==> src/rtl/branch_resolve_unit.sv <==
// EX-stage branch resolution: evaluates the RV32I conditional branch ops, resolves the next PC,
// flags mispredicts against the fetch prediction and keeps saturating statistics counters.
module branch_resolve_unit #(
  parameter int XLEN    = 32,
  parameter int LATENCY = 1,
  parameter int TAG_W   = 4,
  parameter int CNT_W   = 16
) (
  input  logic             clk,
  input  logic             rst_n,
  input  logic             in_valid,
  output logic             in_ready,
  input  logic [2:0]       in_cmpop,
  input  logic [XLEN-1:0]  in_a,
  input  logic [XLEN-1:0]  in_b,
  input  logic [XLEN-1:0]  in_pc,
  input  logic [XLEN-1:0]  in_imm,
  input  logic             in_pred_taken,
  input  logic [XLEN-1:0]  in_pred_target,
  input  logic [TAG_W-1:0] in_tag,
  input  logic             flush,
  output logic             out_valid,
  input  logic             out_ready,
  output logic             out_taken,
  output logic [XLEN-1:0]  out_target,
  output logic             out_mispredict,
  output logic             out_illegal,
  output logic [TAG_W-1:0] out_tag,
  output logic [CNT_W-1:0] cnt_branches,
  output logic [CNT_W-1:0] cnt_mispred
);

  typedef struct packed {
    logic             eq;
    logic             lts;
    logic             ltu;
    logic [2:0]       cmpop;
    logic [XLEN-1:0]  pc_imm;
    logic [XLEN-1:0]  pc4;
    logic             pred_taken;
    logic [XLEN-1:0]  pred_target;
    logic [TAG_W-1:0] tag;
  } s1_t;

  typedef struct packed {
    logic             taken;
    logic             mispredict;
    logic             illegal;
    logic [XLEN-1:0]  target;
    logic [TAG_W-1:0] tag;
  } s2_t;

  // Handshake: a transfer happens on valid & ready at a rising edge. The whole pipe
  // stalls as one unit whenever the output holds a result the consumer has not taken.
  logic advance;
  logic accept;
  logic deliver;
  s1_t  s1_in;
  s1_t  s1;
  logic s1_valid;
  s2_t  s2_res;
  s2_t  s2_d, s2_q;
  logic s2_valid_d, s2_valid_q;
  logic [CNT_W-1:0] cnt_branches_d, cnt_branches_q;
  logic [CNT_W-1:0] cnt_mispred_d, cnt_mispred_q;

  assign advance  = !s2_valid_q || out_ready;
  assign in_ready = advance && !flush;
  assign accept   = in_valid && in_ready;

  always_comb begin
    s1_in             = '0;
    s1_in.eq          = (in_a == in_b);
    s1_in.lts         = ($signed(in_a) < $signed(in_b));
    s1_in.ltu         = (in_a < in_b);
    s1_in.cmpop       = in_cmpop;
    s1_in.pc_imm      = in_pc + in_imm;
    s1_in.pc4         = in_pc + XLEN'(4);
    s1_in.pred_taken  = in_pred_taken;
    s1_in.pred_target = in_pred_target;
    s1_in.tag         = in_tag;
  end

  generate
    if (LATENCY == 2) begin : g_two_stage
      s1_t  s1_d, s1_q;
      logic s1_valid_d, s1_valid_q;

      always_comb begin
        s1_valid_d = s1_valid_q;
        s1_d       = s1_q;
        if (flush) begin
          s1_valid_d = 1'b0;
        end else if (advance) begin
          s1_valid_d = accept;
          s1_d       = s1_in;
        end
      end

      always_ff @(posedge clk) begin
        if (!rst_n) s1_valid_q <= 1'b0;
        else        s1_valid_q <= s1_valid_d;
        s1_q <= s1_d;
      end

      assign s1       = s1_q;
      assign s1_valid = s1_valid_q;
    end else if (LATENCY == 1) begin : g_one_stage
      assign s1       = s1_in;
      assign s1_valid = accept;
    end else begin : g_bad_latency
      $error("branch_resolve_unit: LATENCY must be 1 or 2");
    end
  endgenerate

  always_comb begin
    s2_res     = '0;
    s2_res.tag = s1.tag;
    case (s1.cmpop)
      3'b000:  s2_res.taken = s1.eq;
      3'b001:  s2_res.taken = !s1.eq;
      3'b100:  s2_res.taken = s1.lts;
      3'b101:  s2_res.taken = !s1.lts;
      3'b110:  s2_res.taken = s1.ltu;
      3'b111:  s2_res.taken = !s1.ltu;
      default: s2_res.illegal = 1'b1;
    endcase
    s2_res.target     = s2_res.taken ? s1.pc_imm : s1.pc4;
    // A not-taken prediction carries no target, so only taken/taken pairs compare targets.
    s2_res.mispredict = (s2_res.taken != s1.pred_taken) ||
                        (s2_res.taken && s1.pred_taken && (s2_res.target != s1.pred_target));
  end

  always_comb begin
    s2_valid_d = s2_valid_q;
    s2_d       = s2_q;
    if (flush) begin
      s2_valid_d = 1'b0;
    end else if (advance) begin
      s2_valid_d = s1_valid;
      s2_d       = s2_res;
    end
  end

  assign out_valid = s2_valid_q && !flush;
  assign deliver   = out_valid && out_ready;

  always_comb begin
    cnt_branches_d = cnt_branches_q;
    cnt_mispred_d  = cnt_mispred_q;
    if (deliver && (cnt_branches_q != '1)) cnt_branches_d = cnt_branches_q + CNT_W'(1);
    if (deliver && s2_q.mispredict && (cnt_mispred_q != '1)) cnt_mispred_d = cnt_mispred_q + CNT_W'(1);
  end

  always_ff @(posedge clk) begin
    if (!rst_n) begin
      s2_valid_q     <= 1'b0;
      cnt_branches_q <= '0;
      cnt_mispred_q  <= '0;
    end else begin
      s2_valid_q     <= s2_valid_d;
      cnt_branches_q <= cnt_branches_d;
      cnt_mispred_q  <= cnt_mispred_d;
    end
    s2_q <= s2_d;
  end

  assign out_taken      = out_valid && s2_q.taken;
  assign out_mispredict = out_valid && s2_q.mispredict;
  assign out_illegal    = out_valid && s2_q.illegal;
  assign out_target     = out_valid ? s2_q.target : '0;
  assign out_tag        = out_valid ? s2_q.tag : '0;
  assign cnt_branches   = cnt_branches_q;
  assign cnt_mispred    = cnt_mispred_q;

endmodule

==> config.mk <==
export PLATFORM = sky130hd
export DESIGN_NAME = branch_resolve_unit
export DESIGN_NICKNAME = d
export VERILOG_FILES = /design/src/rtl/branch_resolve_unit.sv
export SDC_FILE = /design/constraint.sdc
export NUM_CORES = 1
export LEC_CHECK = 0
export CAP_MARGIN = 5
export CORE_MARGIN = 2
export CORE_UTILIZATION = 49
export CTS_BUF_LIST = sky130_fd_sc_hd__clkbuf_4 sky130_fd_sc_hd__clkbuf_8
export CTS_CLUSTER_DIAMETER = 60
export CTS_CLUSTER_SIZE = 40
export DETAILED_ROUTE_END_ITERATION = 12
export GPL_ROUTABILITY_DRIVEN = 0
export PLACE_DENSITY = 0.86
export SETUP_SLACK_MARGIN = 0.02
export SLEW_MARGIN = 20
export SYNTH_ARGS = -nofsm -noshare
export SYNTH_HDL_FRONTEND = slang
export SYNTH_SLANG_ARGS = --single-unit
==> constraint.sdc <==
create_clock -name clk -period 8.79 [get_ports clk]
set_input_delay 1.758 -clock clk [delete_from_list [all_inputs] [get_ports clk]]
set_output_delay 1.758 -clock clk [all_outputs]
set_load 0.01 [all_outputs]
; Yosys cells after proc, flatten, opt, wreduce, memory -nomap -nowiden
; Index checks and enable logic that the tools add are counted.
[totals]
elab_cells = 54
register_bits = 72
output_inout_bits = 73
in_bits = 173
[classes]
muxes = 5
n_bitwise = 2
n_eq_ne = 10
addsub = 4
magnitude_cmp = 2
reduce_logical = 23
[op_table]
columns = operator, n
row1 = $lt A32 B32 Y1, 2
row2 = $mux W32, 2
row3 = $add A16 B1 Y16 const B, 2
row4 = $add A32 B3 Y32 const B, 1
row5 = $add A32 B32 Y32, 1
row6 = $eq A32 B32 Y1, 1
row7 = $ne A16 B16 Y1 const B, 2
row8 = $ne A32 B32 Y1, 1
row9 = $eq A3 B3 Y1 const B, 4
row10 = $logic_and A1 B1 Y1, 12
row11 = $pmux W1 S6, 1
row12 = $reduce_or A6 Y1, 1
row13 = $logic_not A1 Y1, 5
row14 = $mux W4, 1
row15 = $eq A3 B1 Y1 const B, 1
row16 = $logic_not A3 Y1, 1
row17 = $logic_or A1 B1 Y1, 2
row18 = $not A1 Y1, 2
row19 = $reduce_and A2 Y1, 1
row20 = $reduce_or A2 Y1, 1
row21 = $mux W1, 1
row22 = $ne A1 B1 Y1, 1

; Depth between registers and ports, before layout
[logic_depth]
word_depth = 7
depth_mapped = 23
depth_no_buf = 20

; Least setup slack after synthesis
; No wires, ideal clock.
[synth_path]
path_type = input to register
startpoint = input in_b[14]
endpoint = register s2_q[37] in the netlist's numbering, data pin
slack_ns = 2.031
t_arrival_ns = 6.493
stages = 23
setup_ns = 0.265
t_required_ns = 8.525
n_path_buf = 3
path_cell_list = inv_1 > ha_1 > nand4_1 > or4_1 > or3_1 > xor2_1 > o32ai_4 > nor2_2 > inv_2 > buf_6 > buf_4 > clkbuf_1 > ha_1 > a221oi_1 > o41ai_1 > a21oi_1 > o221ai_1 > a2111o_1 > o41ai_1 > o2111a_1 > nand4_1 > o41ai_1 > nand2_1
[synth_rtl]
columns = item, line_no
row1 = from (decl), 15  ; input logic [XLEN-1:0] in_b,
row2 = to (signal assigned), 165  ; s2_q <= s2_d;
row3 = to (decl), 62  ; s2_t s2_d, s2_q;

==> impl_results.md <==
- Top cell family by delay on the critical path: compound AO/OA/AOI/OAI gates
- Drt pass-1 iters: 8
- Crit path DAT: 7.30 ns
- Async SR Flop Fraction: 0%
- I/O pin cnt: 246
- Most common cell on crit path: o41ai_1
- Worst Hold Slack: 0.5391 ns
- Post-synthesis sequential area ratio: 24.24%
- Final hold viol count: 0
- Reg power frac: 34.7%
- Die Area: 16430 sq um
- Slew @ Worst Pin: 0.9356 ns
- Avg Cell Area, Syn: 8.285 sq um
- Peak VDD IR: 0.05514 mV
- Final-stage net count: 1388
- DRT iter0 DRCs: 681
- Clk pwr share: 24.2%
- Clk slew on worst S/H paths: 0.08 ns
- Crit path max fanout: 17
- Post-Route WL: 23290 microns
- Fin crit share: 82.10%
- Worst rel slew slack: 37.43%
- Fmax: 0.1386 GHz
- Post-synthesis cell count: 912
- Max_cap viols: 0
- Residual DRC: 0
- Startpoint types: primary input
- Sw Ratio: 32.73%
- Initial antenna violation count: 0
- Die width: 128.2 microns
- Netlist cell types: 82
- CP Capture Type: register
- Unrepaired setup endpoints after global routing: no
- Hold buffers post-CTS: 0
- Cts repair resizes: 0
- Final Power: 1.120 mW
- Pin count of the biggest net entering global routing: 49
- IO Port Bufs: 245
- Row cnt: 45
- Clock root buffer: clkbuf_8
- ANT cells: 0
- Yosys reg bits: 72
- Clock Latency Late Sink: 0.35 ns
- Number of global-route vias before repair: 7350
- Final Max Tran Viols: 0
- Share of layout cells above drive strength 1: 4.774%
- Final setup viols: 0
- Period minus WS final: 7.217 ns
- Tot GR Track Use: 27.76%
- Placed Area: 10170 sq um
- DR WL/cell: 17.38 microns
- Buffer count from post-CTS setup fixing: 0
- CTS sink count: 72
- Top_reg_cell synth: edfxtp_1
- Post-synth top area cell: edfxtp_1
- Crit path cell chain: clkdlybuf4s50_1 > inv_1 > ha_1 > nand4_1 > or4_1 > or3_1 > xor2_1 > o32ai_4 > nor2_2 > inv_2 > ha_1 > a221oi_1 > o41ai_1 > a21oi_1 > o221ai_1 > a2111o_1 > o41ai_1 > o2111a_1 > nand4_1 > o41ai_1 > nand2_1
- GR Overflow Total: 0
- Post-DP HPWL: 19280 microns
- Max incr delay on CP: 0.63 ns
- Core ar.: 15150 sq um
- Via Count: 7919
- CTS tree: built
- Area Overhead vs Synth: 37.39%
- Fin Setup TNS: 0 ns
- First-pass GRT wire length: 36440 microns
- Dominant cells by area after synthesis: edfxtp_1, ha_1, dfxtp_1, xnor2_1, xor2_1
- Post-Syn Nets: 1153
- Int Pwr: 0.7532 mW
- Die Y: 128.2 microns
- Switching pwr: 0.3664 mW
- Number of buffers created by CTS: 9
- Most used standard cell by instance count after synthesis: nand2_1
- Yosys Warn Count: 0
- Critical path buffers and inverters: 3
- Mapped Area: 7556 sq um
- Post-route antenna net violation count: 0
- Final instance area: 10380 sq um
- Worst endpoint required time: 8.88 ns
- H-tree depth: 3
- Post-synth EDFFs: 39
- Util after Layout: 68.54%
- Post-synth top cells: nand2_1, ha_1, and2_1
- Clock Skew: 0.006759 ns
- Post-synth top area share: 15.50%
- Initial core utilization: 49.89%
- Fillers: 1232
- P_leak: 4.072 nW
- Crit Path Class: primary input to register
- Hold WC Path Type: register to register
- Max Buffers Root-to-Sink: 2
- Power share of the combinational group: 41.1%
- Via density: 5.910
- Cell area power density: 107.8 nW/um^2
- Outcome: completed
- Slowest CP cell: nor2_2
## layout make-up
cell class              instances  area (sq um)  area share [%]
clock buffers                  13         166.4           1.603
clock inverters                 3         40.04          0.3857
inverters                      57         214.0           2.061
multi-input cells             759          5419           52.20
flip-flops and latches         72          1832           17.64
well taps                     188         235.2           2.266
repair buffers                248          2475           23.84
## state kept, by name, indices dropped and copies added (netlist names)
name,count
cnt_mispred,16
cnt_branches,16
s2_q,39
s2_valid_q,1
## cell families (layout without fill, tap and decap cells)
| kind of cell | after synthesis | in the layout | synth area share [%] |
|---|---|---|---|
| compound gates | 213 | 213 | 19.44 |
| xor+xnor | 109 | 109 | 13.50 |
| simple gates | 353 | 353 | 25.07 |
| flops | 72 | 72 | 24.24 |
| buf+inv | 81 | 321 | 4.173 |
| fa+ha+maj | 68 | 68 | 11.36 |
| mux | 16 | 16 | 2.219 |
## routing by layer
| metal | GRT usage [%] | routed length (microns) | part of all wire (%) |
|---|---|---|---|
| met5 | 0 | 0 | 0 |
| met4 | 11.70 | 832 | 3.6 |
| met3 | 2.588 | 1886 | 8.1 |
| met2 | 46.96 | 10870 | 47 |
| met1 | 36.26 | 9698 | 42 |
## power by group through the flow
stage                     Sequential, mW  Combinational [mW]  Clock [mW]
after floorplan                    0.395               0.269           0
after global placement             0.396               0.440           0
after detailed placement           0.397               0.448           0
after CTS                          0.389               0.450       0.274
after global routing               0.391               0.497       0.287
final                              0.389               0.460       0.271
## worst min-delay path, delay by kind of cell, from the launching register on
kind	cells	cell delay [ns]
AOI/OAI and AO/OA	2	0.15
DFF	1	0.34
## through the flow
step                worst slack, ns  cells
finish                        1.573   1340
global route                  1.286   1340
detailed placement            1.299   1324
CTS                           1.649   1340
floorplan                     2.031    912
global placement              1.548   1324
## placed cells by master, fill, tap and decap left out, types with 9 or more instances in the layout
cell type / count
a21o_1: 14
a21oi_1: 51
and2_1: 63
and3_1: 11
clkbuf_8: 11
clkdlybuf4s50_1: 245
dfxtp_1: 33
edfxtp_1: 39
ha_1: 67
inv_1: 56
mux2i_1: 12
nand2_1: 76
nand2b_1: 9
nand3_1: 24
nand4_1: 36
nor2_1: 46
nor2b_1: 10
nor3_1: 20
o21ai_0: 45
or2_2: 14
or3_1: 14
xnor2_1: 58
xor2_1: 47
## final timing paths
| path | start | end | slack, ns | depth (start not counted) |
|---|---|---|---|---|
| setup / recovery | in_b[14] | s2_q[37] | 1.57 | 21 |
| hold / removal | cnt_branches[15] | cnt_branches[15] | 0.54 | 2 |
| setup reg to reg | s2_valid_q | cnt_mispred[15] | 5.91 | 10 |
| hold reg to reg | cnt_branches[15] | cnt_branches[15] | 0.54 | 2 |
Power figures use the tool's default switching activity.
